$ cat src/rtl/ysyx_23060061_axil_arbiter_pkg.sv
// Shared definitions for the two-master AXI-Lite arbiter: state encoding and AXI response codes.
package ysyx_23060061_axil_arbiter_pkg;

    typedef enum logic [1:0] {
        ST_IDLE = 2'd0,
        ST_RD0  = 2'd1,
        ST_RD1  = 2'd2,
        ST_WR1  = 2'd3
    } arb_state_e;

    localparam logic [1:0] RESP_OKAY   = 2'b00;
    localparam logic [1:0] RESP_EXOKAY = 2'b01;
    localparam logic [1:0] RESP_SLVERR = 2'b10;
    localparam logic [1:0] RESP_DECERR = 2'b11;

endpackage

$ cat src/rtl/ysyx_23060061_arb_pick.sv
// Combinational winner selection between the IFU (req0) and the LSU side (req1).
module ysyx_23060061_arb_pick (
    input  logic req0,
    input  logic req1,
    input  logic last_grant,
    output logic gnt0,
    output logic gnt1
);

    // last_grant=1 means the LSU side won the previous grant, so a tie goes to m0.
    // Holding last_grant at 0 degenerates into fixed m1 > m0 priority.
    assign gnt1 = req1 & (~req0 | ~last_grant);
    assign gnt0 = req0 & ~gnt1;

endmodule

$ cat src/rtl/ysyx_23060061_axil_arbiter.sv
// Two-master (IFU read-only, LSU read/write) to one-slave AXI-Lite arbiter, one transaction at a time.
// Define ARB_ROUND_ROBIN_EN for round-robin tie breaking; otherwise m1 always beats m0.
module ysyx_23060061_axil_arbiter
    import ysyx_23060061_axil_arbiter_pkg::*;
#(
    parameter int ADDR_W = 32,
    parameter int DATA_W = 32
) (
    input  logic                  clk,
    input  logic                  rst,
    input  logic [ADDR_W-1:0]     m0_araddr,
    input  logic                  m0_arvalid,
    output logic                  m0_arready,
    output logic [DATA_W-1:0]     m0_rdata,
    output logic [1:0]            m0_rresp,
    output logic                  m0_rvalid,
    input  logic                  m0_rready,
    input  logic [ADDR_W-1:0]     m1_araddr,
    input  logic                  m1_arvalid,
    output logic                  m1_arready,
    output logic [DATA_W-1:0]     m1_rdata,
    output logic [1:0]            m1_rresp,
    output logic                  m1_rvalid,
    input  logic                  m1_rready,
    input  logic [ADDR_W-1:0]     m1_awaddr,
    input  logic                  m1_awvalid,
    output logic                  m1_awready,
    input  logic [DATA_W-1:0]     m1_wdata,
    input  logic [DATA_W/8-1:0]   m1_wstrb,
    input  logic                  m1_wvalid,
    output logic                  m1_wready,
    output logic [1:0]            m1_bresp,
    output logic                  m1_bvalid,
    input  logic                  m1_bready,
    output logic [ADDR_W-1:0]     s_araddr,
    output logic                  s_arvalid,
    input  logic                  s_arready,
    input  logic [DATA_W-1:0]     s_rdata,
    input  logic [1:0]            s_rresp,
    input  logic                  s_rvalid,
    output logic                  s_rready,
    output logic [ADDR_W-1:0]     s_awaddr,
    output logic                  s_awvalid,
    input  logic                  s_awready,
    output logic [DATA_W-1:0]     s_wdata,
    output logic [DATA_W/8-1:0]   s_wstrb,
    output logic                  s_wvalid,
    input  logic                  s_wready,
    input  logic [1:0]            s_bresp,
    input  logic                  s_bvalid,
    output logic                  s_bready,
    output logic [1:0]            dbg_state
);

    // Handshakes: a transfer happens on the clk edge where valid && ready are both 1;
    // valid plus payload are held by the source until then, ready may toggle freely.

    arb_state_e state, state_nxt;
    logic       wr_req1, req1, gnt0, gnt1, last_grant;

    // The slave only takes AW and W together, so a write request needs both.
    assign wr_req1 = m1_awvalid & m1_wvalid;
    assign req1    = wr_req1 | m1_arvalid;

    ysyx_23060061_arb_pick u_pick (
        .req0       (m0_arvalid),
        .req1       (req1),
        .last_grant (last_grant),
        .gnt0       (gnt0),
        .gnt1       (gnt1)
    );

`ifdef ARB_ROUND_ROBIN_EN
    always_ff @(posedge clk or negedge rst) begin
        if (!rst) begin
            last_grant <= 1'b0;
        end else if (state == ST_IDLE && (gnt0 || gnt1)) begin
            last_grant <= gnt1;
        end
    end
`else
    assign last_grant = 1'b0;
`endif

    always_ff @(posedge clk or negedge rst) begin
        if (!rst) begin
            state <= ST_IDLE;
        end else begin
            state <= state_nxt;
        end
    end

    always_comb begin
        state_nxt = state;
        case (state)
            ST_IDLE: begin
                if (gnt1) begin
                    state_nxt = wr_req1 ? ST_WR1 : ST_RD1;
                end else if (gnt0) begin
                    state_nxt = ST_RD0;
                end
            end
            ST_RD0, ST_RD1: if (s_rvalid && s_rready) state_nxt = ST_IDLE;
            ST_WR1:         if (s_bvalid && s_bready) state_nxt = ST_IDLE;
            default:        state_nxt = ST_IDLE;
        endcase
    end

    always_comb begin
        m0_arready = 1'b0;
        m0_rdata   = '0;
        m0_rresp   = RESP_OKAY;
        m0_rvalid  = 1'b0;
        m1_arready = 1'b0;
        m1_rdata   = '0;
        m1_rresp   = RESP_OKAY;
        m1_rvalid  = 1'b0;
        m1_awready = 1'b0;
        m1_wready  = 1'b0;
        m1_bresp   = RESP_OKAY;
        m1_bvalid  = 1'b0;
        s_araddr   = '0;
        s_arvalid  = 1'b0;
        s_rready   = 1'b0;
        s_awaddr   = '0;
        s_awvalid  = 1'b0;
        s_wdata    = '0;
        s_wstrb    = '0;
        s_wvalid   = 1'b0;
        s_bready   = 1'b0;
        case (state)
            ST_RD0: begin
                s_araddr   = m0_araddr;
                s_arvalid  = m0_arvalid;
                m0_arready = s_arready;
                m0_rdata   = s_rdata;
                m0_rresp   = s_rresp;
                m0_rvalid  = s_rvalid;
                s_rready   = m0_rready;
            end
            ST_RD1: begin
                s_araddr   = m1_araddr;
                s_arvalid  = m1_arvalid;
                m1_arready = s_arready;
                m1_rdata   = s_rdata;
                m1_rresp   = s_rresp;
                m1_rvalid  = s_rvalid;
                s_rready   = m1_rready;
            end
            ST_WR1: begin
                s_awaddr   = m1_awaddr;
                s_awvalid  = m1_awvalid;
                m1_awready = s_awready;
                s_wdata    = m1_wdata;
                s_wstrb    = m1_wstrb;
                s_wvalid   = m1_wvalid;
                m1_wready  = s_wready;
                m1_bresp   = s_bresp;
                m1_bvalid  = s_bvalid;
                s_bready   = m1_bready;
            end
            default: ;
        endcase
    end

    assign dbg_state = state;

endmodule
$ cat config.mk
export PLATFORM = sky130hd
export DESIGN_NAME = ysyx_23060061_axil_arbiter
export DESIGN_NICKNAME = d
export VERILOG_FILES = /design/src/rtl/ysyx_23060061_axil_arbiter_pkg.sv /design/src/rtl/ysyx_23060061_arb_pick.sv /design/src/rtl/ysyx_23060061_axil_arbiter.sv
export SDC_FILE = /design/constraint.sdc
export NUM_CORES = 1
export LEC_CHECK = 0
export CAP_MARGIN = 20
export CORE_AREA = 2 2 144 146
export CTS_CLUSTER_DIAMETER = 150
export CTS_CLUSTER_SIZE = 14
export DETAILED_ROUTE_END_ITERATION = 16
export DIE_AREA = 0 0 146 148
export PLACE_DENSITY = 0.55
export SETUP_SLACK_MARGIN = 0.02
export SLEW_MARGIN = 20
export SYNTH_ARGS = -nofsm -noshare
export SYNTH_HDL_FRONTEND = slang
export SYNTH_SLANG_ARGS = --single-unit
$ cat constraint.sdc
create_clock -name clk -period 1.8 [get_ports clk]
set_input_delay 0.36 -clock clk [delete_from_list [all_inputs] [get_ports clk]]
set_output_delay 0.36 -clock clk [all_outputs]
set_load 0.03 [all_outputs]
==> results list <==
* Number of antenna cells inserted: 0
- The first global-routing pass estimated 19.6 mm of wire.
- DR iter-0 viols: 43
- Entering global routing, the biggest net connects 27 pins.
- The detailed router placed around 3400 vias in this run.
* Final standard cell area without fillers: roughly 0.0071 mm2
- In the layout the commonest cells are clkdlybuf4s50_1, buf_6, buf_4.
- Register-to-Register Path Depth: 7
- For the final routed database, the setup TNS stands at -17.92 ns.
- Post-synthesis cell count: around 270
* Area Overhead vs Synth: 305%
* Routed vias/inst: roughly 3.6
- Highest layer used for signal routing: met4
- Number of flops mapped to enable cells by yosys: 0
* Post-Syn Nets: between 400 and 500
- In this run, distinct cell masters in the synthesized netlist total 17.
- Pin placement for this block handled ~370 I/O pins.
- Slew @ Worst Pin: 0.390 ns
- Summed over all cells, the static leakage comes to between 3 and 4 nW.
- By instance count, the cell type seen most on the critical path is buf_12.
- R2r endpoint: dbg_state[0]$_DFFE_PN0P_
- The core region is roughly 0.02 mm2.
- Of the cells placed in the final design, the portion with a size suffix greater than 1 is 62.2%.
- The longest clock path from root to sink contains 2 buffers.
- For this run, design rule violations remaining after detail routing come to 0.
- Routed wirelength normalized by instance count: 15.2 um
- The critical path ends at s_araddr[4].
* Total CTS buffers: 3
- Setup repair after global routing missed its margin: yes
- Max capacitance violation total: 0
* TritonCTS clock tree: built
- The number of antenna violations at the first check in global routing came to 0.
* Initial core utilization: approximately 8.7%
- After detailed routing, the met3 layer carries between 1 and 1.5 mm of wire.
* Critical path launch point: dbg_state[1]$_DFFE_PN0P_
- For the worst-skew pair, the clock arrives at the later sink with an insertion delay of between 0.2 and 0.25 ns.
- The tree is rooted in a clkbuf_16.
* Mean instance size in the synthesized netlist: about 6.5 um2
- Leaving out fill and tap cells, the most frequent cell in the layout is clkdlybuf4s50_1.
- Synthesis inferred 2 register bits.
- For the worst setup path, the data required time is 1.44 ns.
* Register-to-register setup slack: -0.11 ns
- The largest single stage delay on the critical path is 0.44 ns.
- STA classifies the critical path startpoint as a register.
- Nets@finish: ~850
- For this run, the number of standard cells in the final layout without fillers is between 900 and 1000.
- For this run, the share of the core covered by cells in the final layout is 35.2%.
- The critical path in this run is classified as reg -> out.
* Series of cell instances along the critical path: inv_4 -> ha_4 -> buf_12 -> buf_12 -> a22oi_2 -> nor2b_4 -> buf_6
- Data on the critical path arrives at its endpoint at roughly 1.6 ns.
* Post-route clock period utilization: 110%
- The count of buffers added on input and output ports is between 300 and 400.
- After clock tree synthesis, the clock-pin slew on the worst setup and hold paths is roughly 0.03 ns.
- The clock arrives with 0.000334 ns of skew.
- Sequential cells were found to cover roughly 2.9% of the synthesized design area.
* Post-placement cell area: 0.00585 mm2
- For this run, the number of Yosys warnings is 0.
- Async set or reset register ratio after synthesis: 100%
* Overall routed net length: around 14 mm
* Worst R2R Start: dbg_state[0]$_DFFE_PN0P_
- Post-Syn Area: roughly 0.0017 mm2
* Cell area power density: 1190 mW/mm2
- The total overflow left after global routing is 0.
* Number of search-and-repair iterations in the first detailed-routing pass: 3
* Final weighted congestion in routability-driven placement: 0.761
- After detailed routing, the wire length on met1 is 5.40 mm.
- Global routing consumed, over all layers together, between 10% and 20% of the routing resources.
* Area of the die: 0.0216 mm2
* Final min period: between 1.5 and 2 ns
- Critical path fanouts, max: 11
- Worst hold path type: in -> async
* Finish-stage setup viols: around 180
- Number of placement rows: 52
* Endpoints failing hold: 0
- Largest voltage drop on the vdd net: just under 0.6 mV
* Most used flip-flop cell after synthesis: dfrtp_1
- The final-report max-slew violation count came to 0.
* Met2 wire length: ~7.4 mm
* Run status: finished, violations left
* Min setup slack post-route: -0.184 ns
- H-tree level count: 1
* Vias in the first global route: ~3300
* Critical Path Sink Type: output port
- Derived from the worst setup path, the maximum achievable clock frequency is between 500 and 600 MHz.
- Relative max-transition margin: 74.0%
* Antenna violation net count after detailed routing: 0
- The final reports fail on setup timing.
- Measured along the y axis, the die boundary spans 148 um.
- Flip-flop count of the largest register, all copies and words added: 2
- The tree built by TritonCTS fans out to 2 sinks.
* DP Cell Count: about 900
- The floorplan step set the die width to 146 um.
- Once detailed placement completed, the half-perimeter wirelength came to ~11 mm.
- Slowest cell on the critical path: dfrtp_2
## layer usage
metal	GRT usage, %	up-vias
li1	-	1673
met1	13.1	1527
met2	20.9	183
met3	3.64	18
met4	3.16	0
met5	0	-
## worst min path at each step
stage | to | cells past startpoint | slack (ns) | start
floorplan | dbg_state[0]$_DFFE_PN0P_ | 0 | 0.06 | rst
global placement | dbg_state[1]$_DFFE_PN0P_ | 1 | 0.54 | rst
detailed placement | dbg_state[1]$_DFFE_PN0P_ | 1 | 0.54 | rst
CTS | dbg_state[0]$_DFFE_PN0P_ | 1 | 0.30 | rst
global route | dbg_state[1]$_DFFE_PN0P_ | 1 | 0.33 | rst
finish | dbg_state[1]$_DFFE_PN0P_ | 1 | 0.31 | rst
## Yosys cell counts, types with 2 or more instances
library cell	instances	area share (%)
dfrtp_1	2	2.9
o211ai_1	2	0.86
inv_1	5	1.1
buf_2	2	0.57
and3b_1	2	1.0
ha_1	4	2.9
and2_1	148	53
buf_4	2	0.86
clkbuf_1	23	5.0
o211ai_2	2	1.4
a22oi_1	36	16
nor2b_1	35	13
## cell type report
type	count	area, um2
fillers	2093	13000
multi-input cells	233	2190
well taps	270	338
repair buffers	423	4380
clock buffers	3	75.1
flip-flops and latches	2	52.6
inverters	5	23.8
## power by group
part           internal [mW]  total [mW]  switching, mW  leakage [nW]
clock network          0.283       0.336         0.0530        0.0370
registers             0.0686       0.115         0.0465        0.0230
logic                   4.20        7.92           3.72          3.06
total                   4.55        8.38           3.82          3.12
## worst max-delay path, delay by kind of cell, from the launching register on
| family | cells | cell delay, ns |
|---|---|---|
| buffers and inverters | 4 | 0.50 |
| flip-flops | 1 | 0.44 |
| adder cells (fa/ha/maj) | 1 | 0.20 |
| AO/OA/AOI/OAI | 1 | 0.20 |
| AND/OR/NAND/NOR | 1 | 0.06 |
## logic make-up after synthesis
family / synth area share (%)
and+or+nand+nor: 66.7
AOI/OAI and AO/OA: 19.9
adders and majority gates: 2.87
DFF: 2.87
buffers and inverters: 7.68
## stage by stage
| step | hold slack [ns] | power (mW) | setup slack, ns |
|---|---|---|---|
| 5_1_grt | 0.328 | 8.79 | -0.236 |
| 6_report | 0.311 | 8.38 | -0.184 |
| 3_3_place_gp | 0.541 | 6.28 | -0.0118 |
| 3_5_place_dp | 0.537 | 6.26 | -0.0144 |
| 2_1_floorplan | 0.0644 | 3.93 | -0.0271 |
| 4_1_cts | 0.305 | 7.56 | -0.194 |
## what timing repair did
action,in CTS,in global routing
buffers inserted,3,18
setup endpoints to repair,184,184
gates resized for setup,110,87
pin swaps,8,23
cloned,4,5
hold buffers,0,0
(Power assumes the default switching activity.)
